[src/rtl/rr_arbiter4.sv]
// rr_arbiter4 - four-requester round-robin arbiter driving the select/enable
// pair (gnt_idx -> A, gnt_valid -> En) of a 2-to-4 decoder stage, plus the
// equivalent one-hot grant. All outputs come straight from flops.
//
// An owner keeps the grant until it drops its request. There is always one
// idle cycle between two grants.
//
// Optional feature: define RR_ARBITER4_TIMEOUT_EN to limit a continuous
// grant to MAX_HOLD cycles. A preempted owner stays as `last`, so it moves
// to the back of the search order.
module rr_arbiter4 #(
   parameter int MAX_HOLD = 8
) (
   input  logic       clk,
   input  logic       rst_n,
   input  logic [3:0] req,
   output logic [3:0] gnt,
   output logic [1:0] gnt_idx,
   output logic       gnt_valid
);

   localparam logic [0:0] ST_IDLE  = 1'b0;
   localparam logic [0:0] ST_GRANT = 1'b1;

   // Reject an out-of-range hold limit at elaboration time.
   generate
      if ((MAX_HOLD < 2) || (MAX_HOLD > 256)) begin : g_max_hold_range
         $error("rr_arbiter4: MAX_HOLD must be in 2..256");
      end
   endgenerate

   // One-hot decode of the index, gated by the valid flag.
   function automatic logic [3:0] decode_gnt(input logic [1:0] idx_v, input logic valid_v);
      logic [3:0] onehot_v;
      onehot_v = 4'b0000;
      if (valid_v) begin
         onehot_v[idx_v] = 1'b1;
      end else begin
         onehot_v = 4'b0000;
      end
      return onehot_v;
   endfunction

   // Round-robin pick: scan last+1, last+2, last+3, last.
   // Returns {found, index}.
   // Scanning from the lowest priority upward lets the highest-priority hit
   // overwrite the earlier ones.
   function automatic logic [2:0] rr_pick(input logic [3:0] req_v, input logic [1:0] last_v);
      logic [2:0] res_v;
      logic [1:0] cand_v;
      res_v = 3'b000;
      for (int k = 4; k >= 1; k--) begin
         cand_v = last_v + k[1:0];
         if (req_v[cand_v]) begin
            res_v = {1'b1, cand_v};
         end else begin
            res_v = res_v;
         end
      end
      return res_v;
   endfunction

   logic [0:0] state_r;
   logic [0:0] state_nxt_s;
   logic [1:0] last_r;
   logic [1:0] last_nxt_s;
   logic [3:0] gnt_r;
   logic [3:0] gnt_nxt_s;
   logic [1:0] gnt_idx_r;
   logic [1:0] gnt_idx_nxt_s;
   logic       gnt_valid_r;
   logic       gnt_valid_nxt_s;
   logic [2:0] pick_s;
   logic       timeout_s;

`ifdef RR_ARBITER4_TIMEOUT_EN
   localparam logic [7:0] HOLD_LAST = 8'(MAX_HOLD - 1);

   logic [7:0] hold_cnt_r;
   logic [7:0] hold_cnt_nxt_s;

   // Hold counter: cleared on entry to GRANT, counts each GRANT cycle.
   always_comb begin
      hold_cnt_nxt_s = hold_cnt_r;
      if ((state_r == ST_IDLE) && pick_s[2]) begin
         hold_cnt_nxt_s = 8'd0;
      end else if (state_r == ST_GRANT) begin
         hold_cnt_nxt_s = hold_cnt_r + 8'd1;
      end else begin
         hold_cnt_nxt_s = hold_cnt_r;
      end
   end

   // Hold counter register.
   always_ff @(posedge clk or negedge rst_n) begin
      if (!rst_n) begin
         hold_cnt_r <= 8'd0;
      end else begin
         hold_cnt_r <= hold_cnt_nxt_s;
      end
   end

   assign timeout_s = (state_r == ST_GRANT) && (hold_cnt_r == HOLD_LAST);
`else
   assign timeout_s = 1'b0;
`endif

   assign pick_s = rr_pick(req, last_r);

   // Next-state logic: arbitrate in IDLE, hold or release in GRANT.
   always_comb begin
      state_nxt_s     = state_r;
      last_nxt_s      = last_r;
      gnt_idx_nxt_s   = gnt_idx_r;
      gnt_valid_nxt_s = gnt_valid_r;
      case (state_r)
         ST_IDLE: begin
            if (pick_s[2]) begin
               state_nxt_s     = ST_GRANT;
               gnt_idx_nxt_s   = pick_s[1:0];
               last_nxt_s      = pick_s[1:0];
               gnt_valid_nxt_s = 1'b1;
            end else begin
               state_nxt_s     = ST_IDLE;
               gnt_valid_nxt_s = 1'b0;
            end
         end
         ST_GRANT: begin
            if (!req[gnt_idx_r] || timeout_s) begin
               state_nxt_s     = ST_IDLE;
               gnt_valid_nxt_s = 1'b0;
            end else begin
               state_nxt_s     = ST_GRANT;
               gnt_valid_nxt_s = 1'b1;
            end
         end
         default: begin
            state_nxt_s     = ST_IDLE;
            gnt_valid_nxt_s = 1'b0;
         end
      endcase
      gnt_nxt_s = decode_gnt(gnt_idx_nxt_s, gnt_valid_nxt_s);
   end

   // State, pointer and output registers. All outputs update together.
   always_ff @(posedge clk or negedge rst_n) begin
      if (!rst_n) begin
         state_r     <= ST_IDLE;
         last_r      <= 2'b11;
         gnt_r       <= 4'b0000;
         gnt_idx_r   <= 2'b00;
         gnt_valid_r <= 1'b0;
      end else begin
         state_r     <= state_nxt_s;
         last_r      <= last_nxt_s;
         gnt_r       <= gnt_nxt_s;
         gnt_idx_r   <= gnt_idx_nxt_s;
         gnt_valid_r <= gnt_valid_nxt_s;
      end
   end

   assign gnt       = gnt_r;
   assign gnt_idx   = gnt_idx_r;
   assign gnt_valid = gnt_valid_r;

endmodule

[config.mk]
export PLATFORM = sky130hd
export DESIGN_NAME = rr_arbiter4
export DESIGN_NICKNAME = d
export VERILOG_FILES = /design/src/rtl/rr_arbiter4.sv
export SDC_FILE = /design/constraint.sdc
export NUM_CORES = 1
export LEC_CHECK = 0
export ABC_CLOCK_PERIOD_IN_PS = 2200
export CAP_MARGIN = 25
export CORE_AREA = 2 2 39 41
export DETAILED_ROUTE_END_ITERATION = 16
export DIE_AREA = 0 0 41 43
export PLACE_DENSITY = 0.81
export SKIP_CTS_REPAIR_TIMING = 1
export SYNTH_ARGS = -nofsm -noshare
export SYNTH_HDL_FRONTEND = slang
export SYNTH_SLANG_ARGS = --single-unit
[constraint.sdc]
create_clock -name clk -period 2.2 [get_ports clk]
set_clock_uncertainty 0.2 [all_clocks]
set_input_delay 0.22 -clock clk [delete_from_list [all_inputs] [get_ports clk]]
set_output_delay 0.22 -clock clk [all_outputs]
set_load 0.02 [all_outputs]
Word level (Yosys, flattened, before mapping)

Cells that the tools add are included.

Register bits after elaboration: 9
Logic and storage cells: 39
Output and inout port bits: 7
Input port bits: 6

Reduce and logical (&&, ||, !) cells: 2
Multiplexer cells: 22
Order comparisons: 7
$add $sub $neg: 3
Bitwise operators: 1

Operators with widths:

| cell                                                | number |
|---|---|
| < comparator 2 x 3 -> 1 bit, second input constant  | 6 |
| two-way mux 3 bit                                   | 4 |
| binary-select mux 1 bit (select 2 bit)              | 5 |
| two-way mux 1 bit                                   | 8 |
| adder 2 bit, second input constant                  | 2 |
| two-way mux 2 bit                                   | 2 |
| two-way mux 4 bit                                   | 1 |
| adder 2 x 1 -> 2 bit, second input constant         | 1 |
| demux 1 bit (select 2 bit)                          | 1 |
| >= comparator 2 x 1 -> 1 bit, second input constant | 1 |
| case mux 1 bit (2 select lines)                     | 1 |
| AND reduction 2 bit                                 | 1 |
| logical AND 1 bit                                   | 1 |
| inverter 1 bit                                      | 1 |

Logic depth before layout (Yosys ltp)

Gate-level depths: netlist (run 1).

Depth after elaboration: 13
Mapped depth: 5
Gate-level depth less buffers: 4

Worst setup path before layout (run 1)

Ideal clock, no wire load.

Path kind: register to register
Start: reg gnt_idx_r[0] (netlist: gnt_idx[0])
End: reg gnt_r[3] (netlist: gnt[3])
Arrival time: 1.402 ns
Library setup time: 0.120 ns
Data required time: 1.880 ns
Clock period less this slack: 1.722 ns
Buffers on the path: 0
Cell stages (with the launch flop): 4
Path slack: 0.478 ns
Cell sequence: dfrtp_1 -> mux4_2 -> a21oi_4 -> and3b_1

Longest elaborated chain between the ends: 7
Elaborated cells on any way between the ends: 12
Classes of those cells: 2 x order compare; 9 x mux; 1 x reduce/logical

RTL lines:

| what                                                                                                     | line | text |
|---|---|---|
| from (decl)                                                                                              | 69   | `logic [1:0] gnt_idx_r;` |
| from (signal assigned)                                                                                   | 157  | `gnt_idx_r <= gnt_idx_nxt_s;` |
| two-way mux 2 bit                                                                                        | 118  | `if (pick_s[2]) begin` |
| two-way mux 2 bit                                                                                        | 116  | `case (state_r)` |
| < comparator 2 x 3 -> 1 bit (not written as such) / >= comparator 2 x 1 -> 1 bit (equally long branches) | 37   | `onehot_v[idx_v] = 1'b1;` |
| logical AND 1 bit (not written as such)                                                                  | 37   |  |
| two-way mux 1 bit (not written as such)                                                                  | 37   |  |
| demux 1 bit (select 2 bit)                                                                               | 37   |  |
| two-way mux 4 bit *                                                                                      | 36   | `if (valid_v) begin` |
| named net gnt_nxt_s[3]                                                                                   | 68   | `logic [3:0] gnt_nxt_s;` |
| to (signal assigned)                                                                                     | 156  | `gnt_r <= gnt_nxt_s;` |
| to (decl)                                                                                                | 67   | `logic [3:0] gnt_r;` |

Mark *: on every way through the listed nets, which the timed path passes. The rest lies on a longest branch. The select of a mux whose other input is x is not followed.
A chain may end at the register's enable or synchronous reset.

Worst setup path after layout (run 1)

Start: reg gnt_valid_r (netlist: gnt_valid)
End: out gnt_valid

RTL lines:

| what                   | line | text |
|---|---|---|
| from (decl)            | 71   | `logic gnt_valid_r;` |
| from (signal assigned) | 158  | `gnt_valid_r <= gnt_valid_nxt_s;` |
| to (decl)              | 19   | `output logic gnt_valid` |

No word-level cell between the ends.

==> results.txt, run 1 <==
The count of antenna-violating nets left after detailed routing was 0. The share of final-layout standard cells stronger than drive strength 1 came out at 0.2615. Among all flip-flop cells after synthesis, the most frequent one is sky130_fd_sc_hd__dfrtp_1. The reg-to-reg critical path startpoint was last_r[0]. At the worst endpoint, the arrival time is 1.52 ns. The worst path in the final design needs a cycle of 1.943 ns, including I/O delays and setup. The number of nets in the synthesized netlist is 58. The cell count after synthesis is 52, and the area growth from synthesis to final layout is 23.49%. The placed wire-length estimate was 823 um; the number of detailed-route iterations in the first pass was 4.

The worst-margin pin slew is 0.3881 ns. Max-cap violations in this run came to 0. The number of clock buffers added by TritonCTS is 3.

The power per cell area was 1346 mW/mm^2; the area share of fa/ha/maj cells after synthesis was 0. The core footprint is 0.001384 mm^2. The first global-routing pass estimated 1690 um of wire.

The number of failing hold endpoints at the final stage was 0. The signal on the critical path passes through clkdlybuf4s50_1. Once layout is done, the placed cells without fillers occupy 743.2 um^2.

The fraction of the mapped netlist area in compound gates was 0.2661. The multiplexer area fraction after synthesis is 0.05405. The kind of start point of the critical path is a flip-flop.

The run gives 434 as the via count of the routed design. The main combinational cell family by area after synthesis was compound AO/OA/AOI/OAI gates. The detailed router's first-iteration violation count was 7.

The count of unresolved DRC violations after routing came out at 0. The via count of the first global-routing pass came out at 400. STA classifies the critical path endpoint as an output pin.

The headroom to the max-slew limit is 0.7412. The final layout net count was 72; the global-route congestion overflow total was 0. The clock latency at the later pin of the worst-skew pair was 0.26 ns. The async set-or-reset flop fraction in the synthesized netlist was 1.000; the starting utilization of the core area was 0.4349. Library cell contributing the largest single delay on the critical path: sky130_fd_sc_hd__clkdlybuf4s50_1.

The floorplan step set the die width to 41 um. The worst hold-check path type is in -> async. The congestion estimate from routability-driven global placement came to 0.7372.

The critical path is of the reg -> out type. After detailed routing, the number of vias per cell comes to 5.358. The total negative slack for setup checks was 0 ns; the sink count of the clock tree was 9.

The total track usage was 0.1474; the post-CTS clock slew at the launch and capture registers of the worst setup and hold paths was 0.06 ns. The die span in y is 43 um, and the average wire per cell in the routed design is 13.43 um. In the layout the commonest cells are 12 x sky130_fd_sc_hd__clkdlybuf4s50_1, 7 x sky130_fd_sc_hd__dfrtp_1, 4 x sky130_fd_sc_hd__o21ai_0. Buffers placed on the I/O ports in this run total 12. In this run the mean area of a mapped cell was 11.57 um^2.

Summed over all cells, the static leakage comes to 0.2774 nW. The maximum number of pins on one net before global-route repair is 11. Setup repair after global routing left no endpoint under its margin. The commonest non-fill, non-tap cell in the layout is sky130_fd_sc_hd__clkdlybuf4s50_1. 0 antenna diodes ended up in the layout. The tools report the number of antenna violations at the first check in global routing as 0. Yosys mapped a number of flops with a built-in enable equal to 0.

The run gives 0.3784 as the sequential-to-total area share from yosys stat. The tools report the number of H-tree levels as 1. Critical path endpoint: gnt_valid. The overall die area is 0.001763 mm^2.

Synthesized-area fraction occupied by and/or/nand/nor cells: 0.2287. At the worst endpoint, the required time is 1.78 ns. Across the VDD grid, the largest voltage drop is 0.7511 mV. TritonCTS built the clock tree. Across all hold checks on the routed design, the worst slack comes to 0.03923 ns.

In this run the worst setup path begins at gnt_valid. After floorplanning, the core was divided into 14 placement rows. For the worst-case register-to-register setup slack, the log shows 0.43 ns. The share of the clock period used by the worst path was 0.8834. Summed over all layers, the routed wires come to 1088 um. The run gives 716.9 um^2 as the cell area after placement. The delay contributed by the slowest stage of the critical path is 0.69 ns, and the synthesis warning total is 0. Combined buffer and inverter count along the critical path: 1.

The dominant delay contributor by cell family on the critical path was buffers and inverters. The endpoint of the worst-slack reg-to-reg timing path is gnt[2]. The xor-xnor portion of the synthesized cell area was 0. The buffer depth of the longest clock path is 2. The flip-flop and latch count after synthesis was 9; the number of setup violations in the final report was 0. Synthesis instantiated 36 different standard cells from the library. The run gives 0 as the max-slew violation count. The tools report the clock tree root buffer cell as sky130_fd_sc_hd__clkbuf_4. The run finished with clean final reports. The worst reg-to-reg path cell count is 4.

The logs give 0.5146 GHz for the fmax and 601.8 um^2 for the post-synth design cell area. For this design the top-level I/O count stands at 13. The biggest fanout along the worst timing path works out to 10. The number of cells on the critical path works out to 1.
## per-stage QoR
stage	worst slack, ns	power, mW	util	cells
CTS	0.2480	1.013	0.5371	81
floorplan	0.4784	0.7251	-	52
global placement	0.1330	0.8694	0.5181	77
global route	0.1991	1.067	0.5371	81
detailed placement	0.1241	0.8851	0.5181	77
finish	0.2566	1.000	0.5371	81
## layer usage
layer / vias up / global-route usage / share of wire
met5: - / 0 / 0
met4: 0 / 0.06000 / 0
met3: 0 / 0.07853 / 0.028
met2: 5 / 0.2188 / 0.56
met1: 208 / 0.1712 / 0.41
li1: 221 / - / -
## flip-flops by register name, summed over array words and instances, names as in the netlist
signal and flops:
gnt_idx 2, gnt_valid 1, last_r 2, gnt 4
## kinds of logic after synthesis
family | Yosys count
flops | 9
mux | 2
simple gates | 18
compound gates | 17
buf+inv | 6
## area by class of cell
| class | count | area [um^2] |
|---|---|---|
| inverter | 1 | 3.754 |
| fill | 120 | 640.6 |
| clock buffer | 4 | 26.28 |
| multi-input combinational | 37 | 330.3 |
| tap | 16 | 20.02 |
| timing repair buffer | 14 | 135.1 |
| sequential | 9 | 227.7 |
## report_power, final
part | total [mW] | switching [mW] | internal [mW] | leakage [nW]
registers | 0.352 | 0.0968 | 0.255 | 0.109
logic | 0.525 | 0.253 | 0.272 | 0.154
clock network | 0.123 | 0.0538 | 0.0697 | 0.0150
total | 1.00 | 0.403 | 0.597 | 0.277
## worst min path at each step
| stage | from | end | slack [ns] | cells after the start |
|---|---|---|---|---|
| floorplan | rst_n | gnt[0] | -0.28 | 0 |
| global placement | rst_n | gnt[0] | 0.33 | 1 |
| detailed placement | rst_n | gnt[0] | 0.33 | 1 |
| CTS | rst_n | gnt[0] | 0.05 | 1 |
| finish | rst_n | gnt[3] | 0.04 | 1 |
| global route | rst_n | gnt[1] | 0.06 | 1 |
## cells in the mapped netlist, types with 2 or more instances
library cell               n  share of area
sky130_fd_sc_hd__dfstp_2   2          0.087
sky130_fd_sc_hd__nand3b_1  2          0.025
sky130_fd_sc_hd__nor2_1    2          0.012
sky130_fd_sc_hd__nand2b_1  2          0.021
sky130_fd_sc_hd__buf_6     2          0.037
sky130_fd_sc_hd__o21ai_0   4          0.033
sky130_fd_sc_hd__nor2b_1   2          0.021
sky130_fd_sc_hd__dfrtp_1   7           0.29
sky130_fd_sc_hd__buf_2     2          0.017
Power figures use the tool's default switching activity.
==> run 2: changes to the inputs <==
ABC_CLOCK_PERIOD_IN_PS = default   (was 2200)
SETUP_SLACK_MARGIN = 0.2   (was default)
==> run 2 against run 1 <==
Net effect:
- flip-flop and latch count unchanged
- core utilization is 0.090 points higher
- critical path depth stayed put
- setup slack improved by 0.12 ns
- routed wire length is the same
- cell count unchanged
- worst hold slack barely moved
==> results.txt, run 2 (synthesis results as in run 1) <==
The run finished with clean final reports. In the final routed layout, each cell accounts on average for 13.43 um. The number of I/O port buffers was 12. The run gives 0.4349 as the starting utilization of the core area. For this block, the initial DRC count from the detailed router was 7.

Library cell contributing the largest single delay on the critical path: sky130_fd_sc_hd__clkdlybuf4s50_1. From left edge to right edge, the die measures 41 um. The endpoint identified for the worst register-to-register timing path is gnt[2]. At the worst endpoint, the required time is 1.78 ns. For the worst-skew pair, the clock arrives at the later sink with an insertion delay of 0.26 ns. For the pin with the worst max-slew slack, the measured transition is 0.3741 ns. Class of the most critical setup path: reg -> out. The critical path endpoint is gnt_valid.

Power spread over the standard cell area amounts to 1347 mW/mm^2. The boundary pin count is 13. The run gives 0.7536 mV as the worst IR drop on VDD. The number of antenna violations at the first check in global routing came out at 0. The completed layout was analyzed and its total power is 1.003 mW. The commonest non-fill, non-tap cell in the layout is sky130_fd_sc_hd__clkdlybuf4s50_1.

The total track usage is 0.1474. The clock tree root buffer cell is sky130_fd_sc_hd__clkbuf_4. The number of H-tree levels was 1. The share of the clock period used by the worst path works out to 0.8271. The delay contributed by the slowest stage of the critical path came out at 0.65 ns. Adding up every negative setup slack in the final design gives 0 ns.

The first detailed-routing pass ran for 4 iterations. The number of clock buffers added by TritonCTS is 3. Via count of the first global-routing pass: 400. The tools report the endpoint class of the critical path as an output pin. In the layout the commonest cells are 12 x sky130_fd_sc_hd__clkdlybuf4s50_1, 6 x sky130_fd_sc_hd__dfrtp_1, 4 x sky130_fd_sc_hd__o21ai_0.

For the reported leakage power, the log shows 0.2765 nW. For the buffer depth of the longest clock path, the log shows 2. For this run, design rule violations remaining after detail routing come to 0. The placed wire-length estimate was 823 um.

Number of failing hold endpoints at the final stage: 0. After floorplanning, the core was divided into 14 placement rows. The tools report the overall die area as 0.001763 mm^2.

The signal on the critical path passes through clkdlybuf4s50_1. Clock-pin slew was measured on the worst setup and hold paths at 0.06 ns. The area growth from synthesis to layout is 23.70%. In this run the worst hold path is classified as in -> async. The via density per instance works out to 5.358. Data on the critical path arrives at its endpoint at 1.40 ns.

The register with the most flip-flops in the layout has 4 of them. The headroom to the max-slew limit was 0.7498; the final period demand of the worst path was 1.820 ns. The maximum number of pins on one net before global-route repair was 11; the number of setup violations in the final report was 0. Once detail routing completed, the nets flagged for antenna violations numbered 0.

The congestion estimate from routability-driven global placement came to 0.7372. The logs give 1690 um for the wire length of the first global-routing pass and 0.001384 mm^2 for the core footprint. The die span in y was 43 um. The tree built by TritonCTS fans out to 9 sinks.

The share of final-layout standard cells stronger than drive strength 1 was 0.2769; the final wirelength was 1088 um. The repair_antennas step left the layout with diodes totalling 0. For this run, the top clock speed supported by timing is 0.5496 GHz. The final layout net count is 72. The tool flagged a number of max-cap violations equal to 0. The number of cells on the critical path was 1; the biggest fanout along the worst timing path was 10.

Setup repair after global routing left no endpoint under its margin. For the via count of the routed design, the log shows 434. The worst setup path is launched from a flip-flop. The logs give 0 for the max-slew violation count and 0 for the global-route congestion overflow total. The run gives 0.43 ns as the worst-case register-to-register setup slack.

TritonCTS built the clock tree. The combined buffer and inverter count along the critical path was 1. The most critical setup path has its startpoint at gnt_valid. Grouping stages by cell kind, the critical path spends the most delay in buffers and inverters. The worst reg-to-reg path cell count came out at 4. The worst register-to-register path begins at last_r[0].
## run 2: final cells by class
class                   instances  area [um^2]
clock buffers                   4        26.28
fillers                       119        639.4
inverters                       1        3.754
multi-input cells              37        330.3
flip-flops and latches          9        229.0
well taps                      16        20.02
repair buffers                 14        135.1
## run 2: worst min-delay path by stage
stage	slack (ns)	end	startpoint
after detailed placement	0.33	gnt[0]	rst_n
after global routing	0.06	gnt[1]	rst_n
final	0.04	gnt[3]	rst_n
after floorplan	-0.28	gnt[0]	rst_n
after global placement	0.33	gnt[0]	rst_n
after CTS	0.05	gnt[0]	rst_n
## run 2: power by group
| group | leakage (nW) | switching, mW | internal [mW] | total, mW |
|---|---|---|---|---|
| clock | 0.0150 | 0.0538 | 0.0697 | 0.123 |
| sequential | 0.108 | 0.0968 | 0.257 | 0.354 |
| combinational | 0.154 | 0.253 | 0.273 | 0.525 |
| total | 0.277 | 0.403 | 0.599 | 1.00 |
## run 2: layer usage
metal	vias up	GRT usage	wire, um
met1	208	0.1712	450
met5	-	0	0
li1	221	-	-
met4	0	0.06000	0
met2	5	0.2188	606
met3	0	0.07853	31
## run 2: stage by stage
step           instance area (um^2)  setup WS (ns)  instances  utilization  hold WS (ns)
4_1_cts                       743.2         0.2480         81       0.5371       0.04583
3_3_place_gp                  716.9         0.1330         77       0.5181        0.3259
2_1_floorplan                 601.8         0.4784         52            -       -0.2756
5_1_grt                       744.5         0.3077         81       0.5380       0.06351
3_5_place_dp                  716.9         0.1241         77       0.5181        0.3312
6_report                      744.5         0.3804         81       0.5380       0.03915
==> run 3: changes to the inputs <==
clock period = 1.8 ns   (was 2.2 ns; I/O delays follow)
==> run 3 against run 2 <==
Net effect:
- worst hold slack worse by 0.024 ns
- final area is 11% higher
- die area did not move
- critical endpoint is now gnt[3]
- largest power group unchanged
==> results.txt, run 3 (synthesis results as in run 1) <==
The run finished with clean final reports. STA classifies the critical path startpoint as a flip-flop. Once detail routing completed, the nets flagged for antenna violations numbered 0.

The via count of the first global-routing pass is 412. The run gives 0.6983 as the final estimated routing congestion in global placement. Global routing finished with a remaining overflow of 0.

Tracing the worst setup path back leads to its startpoint at last_r[1]. Average wire per cell in the routed design: 14.65 um. During placement, the flow inserted port buffers numbering 12. On the critical path, the stage with the largest delay is an instance of sky130_fd_sc_hd__dfstp_2. The area growth from synthesis to final layout came out at 37.42%.

The floorplan step set the die width to 41 um. The run gives 230.2 um^2 as the sequential cell area. The library cells used most frequently in the layout, excluding fill and tap cells, are 8 x sky130_fd_sc_hd__dlymetal6s2s_1, 7 x sky130_fd_sc_hd__buf_4, 5 x sky130_fd_sc_hd__dfrtp_1.

The reported leakage power was 0.3883 nW; the number of violations of the max-capacitance limit was 0. The logs give 0.5976 for the final core utilization and 0 for the number of failing hold endpoints at the final stage. The tree is rooted in a sky130_fd_sc_hd__clkbuf_4. The worst hold path belongs to the class in -> async.

Total clock buffers created by CTS: 3. The floorplan step defined a core boundary enclosing 0.001384 mm^2. The logs give 79 for the final layout net count and 14 for the site row count. The tools report the signal arrival time at the worst endpoint as 1.62 ns.

The first detailed-routing pass took 4 iterations. The worst-margin pin slew is 0.4037 ns, and the total negative slack for setup checks is 0 ns. The run gives 0 as the number of antenna diodes.

The run gives 0.4349 as the starting utilization of the core area. No sink is reached through more buffers than the 2 on the longest clock path. The clock latency at the later pin of the worst-skew pair is 0.26 ns. The total track usage was 0.1494; the delay contributed by the slowest stage of the critical path was 0.59 ns.

For the worst setup path, the data required time is 1.74 ns. CTS saw 9 sinks. The share of the clock period used by the worst path came out at 0.9320.

For this design the top-level I/O count stands at 13. For the filler cell count in the final layout, the log shows 110. The worst setup path is captured at a flip-flop.

Static timing analysis puts the maximum clock frequency at 0.5961 GHz. For this design the ratio of total power to cell area is 1627 mW/mm^2. The final wirelength is 1289 um, and the via count of the routed design is 474. Dividing the detail-routed via count by the number of cells gives 5.386.

The run gives 0.01561 ns as the worst hold slack after final layout. The first global-routing pass estimated 1745 um of wire. The run gives 0 as the max-slew violation count.

Entering global routing, the biggest net connects 11 pins. The number of antenna violations at the first check in global routing is 0, and the total design power is 1.346 mW. After detailed routing, the number of remaining DRC violations is 0. The critical path is of the reg -> reg type. The logs give 1 for the number of H-tree levels and 0.001763 mm^2 for the overall die area.

The share of final-layout standard cells stronger than drive strength 1 is 0.4028, and the number of setup violations in the final report is 0. Measured along the y axis, the die boundary spans 43 um. The flip-flop count of the largest register after layout was 4. The placed wire-length estimate was 859.6 um. Commonest non-fill, non-tap cell in the layout: sky130_fd_sc_hd__dlymetal6s2s_1. The post-CTS clock slew at the launch and capture registers of the worst setup and hold paths came out at 0.06 ns. The headroom to the max-slew limit was 0.7300.

Setup repair after global routing could not meet its margin everywhere. The startpoint identified for the worst register-to-register timing path is last_r[1]. After layout, the minimum clock period comes to 1.678 ns. The area of the multi-input gates was 344.1 um^2. Along the worst path, the maximum fanout reaches 6. Traced cell by cell, the critical path runs through mux2i_2 -> a2bb2oi_2 -> a31oi_4 -> and3b_1. TritonCTS built the clock tree. For the detailed router's first-iteration violation count, the log shows 11. The tools report the worst IR drop on VDD as 0.9169 mV.
-- run 3: power breakdown --
group / internal (mW) / switching (mW)
Combinational: 0.407 / 0.375
Sequential: 0.316 / 0.0940
Clock: 0.0853 / 0.0682
-- run 3: routing by layer --
metal	part of all wire	GRT usage	up-vias
met2	0.55	0.2406	9
met5	0	0	-
met3	0.023	0.07853	0
met4	0	0.02000	0
met1	0.42	0.1739	232
li1	-	-	233
-- run 3: cell type report --
cell class                 instances  area share
clock buffer                       4     0.03177
inverter                           1    0.004539
multi-input combinational         37      0.4160
sequential                         9      0.2784
tap                               16     0.02421
timing repair buffer              21      0.2451
-- run 3: through the flow --
stage                     cells  instance area [um^2]  setup WS (ns)
after global placement       80                 747.0        -0.2228
after global routing         88                 827.0        0.06277
after detailed placement     80                 747.0        -0.2618
after floorplan              52                 621.8         0.1675
final                        88                 827.0         0.1225
after CTS                    84                 773.2     -0.0006770
-- run 3: worst max-delay path: cells and delay by family (launching register included) --
family / cells / cell delay [ns]
multiplexers: 1 / 0.25
AO/OA/AOI/OAI: 2 / 0.33
AND/OR/NAND/NOR: 1 / 0.20
flip-flops: 1 / 0.59
-- run 3: worst paths after layout --
kind / cells after the start / slack, ns / end
setup / recovery: 4 / 0.12 / gnt[3]
hold / removal: 1 / 0.02 / gnt[3]
setup reg to reg: 4 / 0.12 / gnt[3]
max in group asynchronous: 1 / 1.07 / last_r[1]
hold reg to reg: 1 / 0.40 / gnt_idx[1]
min in group clk: 3 / 0.28 / last_r[0]
